**config.mk**
```make
export PLATFORM = sky130hd
export DESIGN_NAME = alu_cmd_driver
export DESIGN_NICKNAME = d
export VERILOG_FILES = /design/src/rtl/alu_cmd_driver.sv
export SDC_FILE = /design/constraint.sdc
export NUM_CORES = 1
export LEC_CHECK = 0
export ABC_AREA = 1
export BUFFER_PORTS_ARGS = -buffer_cell sky130_fd_sc_hd__buf_2
export CELL_PAD_IN_SITES_DETAIL_PLACEMENT = 0
export CELL_PAD_IN_SITES_GLOBAL_PLACEMENT = 1
export CORE_ASPECT_RATIO = 1.2
export CORE_MARGIN = 8
export CORE_UTILIZATION = 45
export DETAILED_ROUTE_END_ITERATION = 8
export PLACE_DENSITY = 0.88
export SLEW_MARGIN = 20
export SYNTH_ARGS = -nofsm -noshare
export SYNTH_HDL_FRONTEND = slang
export SYNTH_SLANG_ARGS = --single-unit
```
**constraint.sdc**
```tcl
create_clock -name clk -period 2.8 [get_ports clk]
set_input_delay 0.28 -clock clk [delete_from_list [all_inputs] [get_ports clk]]
set_output_delay 0.28 -clock clk [all_outputs]
set_load 0.03 [all_outputs]
```
**src/rtl/alu_cmd_driver.sv**
```systemverilog
`default_nettype none
// ============================================================================
// Module : alu_cmd_driver
// Brief  : FIFO-buffered command issuer for an 8-bit combinational ALU that
//          returns result, carry, tag and divide-by-zero over valid/ready.
// Rev    : 1.0  initial release
// ============================================================================
module alu_cmd_driver #(
    parameter int DEPTH = 4,
    parameter int TAG_W = 4
) (
    input  logic                   clk,
    input  logic                   rst_n,
    input  logic                   cmd_valid,
    output logic                   cmd_ready,
    input  logic [7:0]             cmd_a,
    input  logic [7:0]             cmd_b,
    input  logic [3:0]             cmd_mode,
    input  logic [TAG_W-1:0]       cmd_tag,
    output logic [7:0]             alu_a,
    output logic [7:0]             alu_b,
    output logic [3:0]             alu_mode,
    input  logic [7:0]             alu_result,
    input  logic                   alu_cout,
    output logic                   rsp_valid,
    input  logic                   rsp_ready,
    output logic [7:0]             rsp_data,
    output logic                   rsp_cout,
    output logic [TAG_W-1:0]       rsp_tag,
    output logic                   rsp_dz,
    output logic                   busy,
    output logic [$clog2(DEPTH):0] fifo_count
);
    localparam int                 c_PTR_W    = $clog2(DEPTH);
    localparam int                 c_CNT_W    = c_PTR_W + 1;
    localparam logic [c_CNT_W-1:0] c_FULL     = c_CNT_W'(DEPTH);
    localparam logic [3:0]         c_MODE_ADD = 4'd0;
    localparam logic [3:0]         c_MODE_DIV = 4'd3;

    typedef enum logic [1:0] {
        S_IDLE = 2'd0,
        S_EXEC = 2'd1,
        S_RESP = 2'd2
    } state_t;

    logic [7:0]         r_fifo_a    [DEPTH];
    logic [7:0]         r_fifo_b    [DEPTH];
    logic [3:0]         r_fifo_mode [DEPTH];
    logic [TAG_W-1:0]   r_fifo_tag  [DEPTH];
    logic [c_PTR_W-1:0] r_wr_ptr;
    logic [c_PTR_W-1:0] r_rd_ptr;
    logic [TAG_W-1:0]   r_tag;
    state_t             r_state;

    logic w_push;
    logic w_issue;
    logic w_empty;

    assign cmd_ready = (fifo_count < c_FULL);
    assign w_empty   = (fifo_count == '0);
    assign w_push    = cmd_valid && cmd_ready;
    // In RESP rsp_valid is always high, so rsp_ready alone marks the handshake.
    assign w_issue   = !w_empty &&
                       ((r_state == S_IDLE) || ((r_state == S_RESP) && rsp_ready));
    assign busy      = (r_state != S_IDLE) || !w_empty;

    always_ff @(posedge clk) begin : p_fifo_mem
        if (w_push) begin
            r_fifo_a[r_wr_ptr]    <= cmd_a;
            r_fifo_b[r_wr_ptr]    <= cmd_b;
            r_fifo_mode[r_wr_ptr] <= cmd_mode;
            r_fifo_tag[r_wr_ptr]  <= cmd_tag;
        end
    end

    always_ff @(posedge clk or negedge rst_n) begin : p_ctrl
        if (!rst_n) begin
            r_wr_ptr   <= '0;
            r_rd_ptr   <= '0;
            fifo_count <= '0;
            r_state    <= S_IDLE;
            r_tag      <= '0;
            alu_a      <= 8'd0;
            alu_b      <= 8'd0;
            alu_mode   <= 4'd0;
            rsp_valid  <= 1'b0;
            rsp_data   <= 8'd0;
            rsp_cout   <= 1'b0;
            rsp_tag    <= '0;
            rsp_dz     <= 1'b0;
        end else begin
            if (w_push) begin
                r_wr_ptr <= r_wr_ptr + c_PTR_W'(1);
            end
            if (w_issue) begin
                r_rd_ptr <= r_rd_ptr + c_PTR_W'(1);
            end
            case ({w_push, w_issue})
                2'b10:   fifo_count <= fifo_count + c_CNT_W'(1);
                2'b01:   fifo_count <= fifo_count - c_CNT_W'(1);
                default: fifo_count <= fifo_count;
            endcase

            case (r_state)
                S_EXEC: begin
                    if ((alu_mode == c_MODE_DIV) && (alu_b == 8'd0)) begin
                        rsp_data <= 8'hFF;
                        rsp_dz   <= 1'b1;
                    end else begin
                        rsp_data <= alu_result;
                        rsp_dz   <= 1'b0;
                    end
                    // The ALU reports the add carry in every mode; only add keeps it.
                    rsp_cout  <= (alu_mode == c_MODE_ADD) ? alu_cout : 1'b0;
                    rsp_tag   <= r_tag;
                    rsp_valid <= 1'b1;
                    r_state   <= S_RESP;
                end
                S_RESP: begin
                    if (rsp_ready) begin
                        rsp_valid <= 1'b0;
                        r_state   <= S_IDLE;
                    end
                end
                default: r_state <= S_IDLE;
            endcase

            // Issue overrides the IDLE fallback above for back-to-back operation.
            if (w_issue) begin
                alu_a    <= r_fifo_a[r_rd_ptr];
                alu_b    <= r_fifo_b[r_rd_ptr];
                alu_mode <= r_fifo_mode[r_rd_ptr];
                r_tag    <= r_fifo_tag[r_rd_ptr];
                r_state  <= S_EXEC;
            end
        end
    end
endmodule
`default_nettype wire

```
==> metrics.yaml <==
worst_setup_path:
  cp-start-kind: "flip-flop"
  required_ns: 3.13
  cp_max_fo: 8
  cp.arrival_ns: 2.34
  path_class: "flip-flop to flip-flop"
  end_kind: "flip-flop"
  regToRegSetupSlack_ns: 0.79
synthesis:
  yosysMostFrequentCell: "nor2_1"
  synth.distinct_cells: 26
  synth-edff-count: 96
  async_reset_ff_share_pct: 33.33
  synth_top_cell_by_area: "edfxtp_1"
  yosysWarningCount: 0
  ys.flop_type: "edfxtp_1"
  synth_cells: 512
  ys_seq_elements: 144
  synthTopCellsByArea: "edfxtp_1 (50%), dfrtp_1 (21%), nor2_1 (8.3%)"
  synth_fp_nets: 555
  ys_seq_area_share_pct: 71.41
  synth.cell_area_sq_um: 5719
  ys_top_cells_by_count: "nor2_1 (127), nand2_1 (120), edfxtp_1 (96), dfrtp_1 (48), o21ai_0 (37)"
  postSynthAreaPerCell_sq_um: 11.17
  synth_top_area_share_pct: 50.40
global_routing:
  grt_start_max_net_pins: 51
  track_usage_pct: 14.88
  first_global_vias: 3752
  grt_antenna_before_repair: 0
  grt_pass1_wl_mm: 19.24
  overflow: 0
cts:
  cts_resized: 0
  cts_root_buf: "clkbuf_16"
  hold_buffers: 1
  clk_latency_ns: 0.41
  htreeDepth: 4
  clock_path_buffers: 2
  path_clk_slew_ns: 0.06
  cts_inserted_buffers: 17
  cts_setup_buffers: 0
  numClockSinks: 144
  cts_tree: "built"
pwr:
  cellPowerDensity_nw_per_um2: 1223
  power.leakage_nw: 2.882
  swShare_pct: 39.38
  p_int_w: 0.005060
  peakVddDrop_v: 0.0005463
  seqPwrFrac_pct: 37.1
  finalPower_w: 0.008346
  clkPwrFrac_pct: 26.1
  power.switching_w: 0.003286
  comb_power_share_pct: 36.8
sta:
  max_slew.worst_pin.slew_ns: 0.7322
  finalCriticalPeriod_ns: 2.008
  period_share_pct: 71.72
  setup_viol: 0
  slew_viol_final: 0
  max_clock_freq_mhz: 498.0
  tns_ns: 0
  worst_slack_ns: 0.7920
  rsz0062_at_grt: "false"
  fin_skew_ns: 0.01057
  hold_viol_final: 0
  slew_headroom_pct: 51.12
detailed_routing:
  wl_per_cell_um: 15.49
  drc_errors: 0
  vias: 3766
  postRouteAntennaNets: 0
  dr.pass1.iters: 7
  viasPerCell: 4.878
  wirelength_mm: 11.96
  initialDrtViolationCount: 268
die:
  die-height_um: 139.5
  core.rowCount: 45
  ioPinCount: 77
  coreArea_sq_um: 12560
  dieWidth_um: 118.9
  start_util_pct: 45.55
  die_area_sq_um: 16590
finish:
  drive_gt1_share_pct: 21.05
  final_area_sq_um: 6822
  finalNonFillerCells: 772
  fillerInstances: 1060
  n_antenna_cell: 0
  nets: 638
  synthToLayoutAreaGrowth_pct: 19.27
job:
  cap_violations: 0
placed_design:
  dp_hpwl_mm: 7.256
  io_buffers: 76
  place.gp.congestion: 0.7179
  place_inst: 739
  pre_cts_ws_ns: 0.7972
  placed_area_sq_um: 6228
worst_hold_path:
  hold_path_class: "input port to flip-flop"
run_status:
  run_status: "finished clean"
-- layout make-up --
cell class              count  area [sq um]  share of cell area (%)
flip-flops and latches    144          4084                   59.87
multi-input cells         328          1421                   20.84
repair buffers             86         457.9                   6.713
clock buffers              20         446.7                   6.548
well taps                 164         205.2                   3.008
clock inverters            12         136.4                   1.999
inverters                  18         70.07                   1.027
-- cell families after synthesis --
family	count (synthesis)	synth area share, %
and+or+nand+nor	254	17.02
DFF	144	71.41
AOI/OAI and AO/OA	65	5.754
buffers and inverters	40	3.916
adders and majority gates	6	1.444
xor gates and xnor gates	3	0.4595
-- path summary, 6_finish.rpt --
kind                                   to  cells after the start           from
min in group asynchronous        alu_a[5]                      2          rst_n
min                        r_fifo_a[0][5]                      1       cmd_a[5]
max in group asynchronous     rsp_data[5]                      3          rst_n
max reg2reg                 fifo_count[2]                      8  fifo_count[2]
max                         fifo_count[2]                      8  fifo_count[2]
min reg2reg                    rsp_tag[1]                      2     rsp_tag[1]
-- power by group through the flow --
| stage | Sequential, W | Clock (W) | Combinational (W) |
|---|---|---|---|
| CTS | 0.00309 | 0.00220 | 0.00312 |
| global route | 0.00316 | 0.00228 | 0.00346 |
| global placement | 0.00310 | 0 | 0.00300 |
| finish | 0.00309 | 0.00218 | 0.00307 |
| floorplan | 0.00362 | 0 | 0.00180 |
| detailed placement | 0.00313 | 0 | 0.00309 |
-- per-stage QoR --
stage	utilization [%]	hold slack (ns)
floorplan	-	-0.01559
global route	54.33	0.06555
CTS	54.33	0.06118
global placement	49.61	0.2128
finish	54.33	0.07390
detailed placement	49.61	0.2184
-- critical path, stage by stage (launching register included) --
cell,delay (ns)
dfrtp_1,0.37
inv_2,0.07
nand2_1,0.29
ha_1,0.21
inv_1,0.06
fa_1,0.39
or2_2,0.30
nand2_1,0.08
xor2_1,0.16
-- metal layers --
| metal | up-vias | GRT usage, % | routed length, um |
|---|---|---|---|
| li1 | 1850 | - | - |
| met1 | 1794 | 16.44 | 4865 |
| met2 | 110 | 25.39 | 6168 |
| met3 | 12 | 5.747 | 763 |
| met4 | 0 | 5.604 | 163 |
| met5 | - | 0 | 0 |
-- layout by cell type, fill, tap and decap left out, types with 2 or more instances in the layout --
cell          n
nor2_1      123
nand2_1     120
edfxtp_1     96
buf_2        76
dfrtp_1      48
o21ai_0      37
clkbuf_16    17
o21ai_1      16
inv_1        13
a21oi_1      11
buf_4         9
ha_1          5
inv_2         4
nor2_2        4
clkinv_4      4
clkinvlp_4    3
nand3_1       2
xor2_1        2
clkbuf_1      2
clkinv_2      2
bufinv_16     2
-- state kept, by name (all words and copies together), names as in the netlist --
| register | flops |
|---|---|
| r_rd_ptr | 2 |
| rsp_tag | 4 |
| rsp_valid | 1 |
| r_fifo_tag | 16 |
| r_fifo_mode | 16 |
| r_fifo_a | 32 |
| rsp_dz | 1 |
| rsp_data | 8 |
| alu_a | 8 |
| r_wr_ptr | 2 |
| alu_b | 8 |
| r_state | 2 |
| fifo_count | 3 |
| alu_mode | 4 |
| r_fifo_b | 32 |
| r_tag | 4 |
| rsp_cout | 1 |
Power figures use the tool's default switching activity.
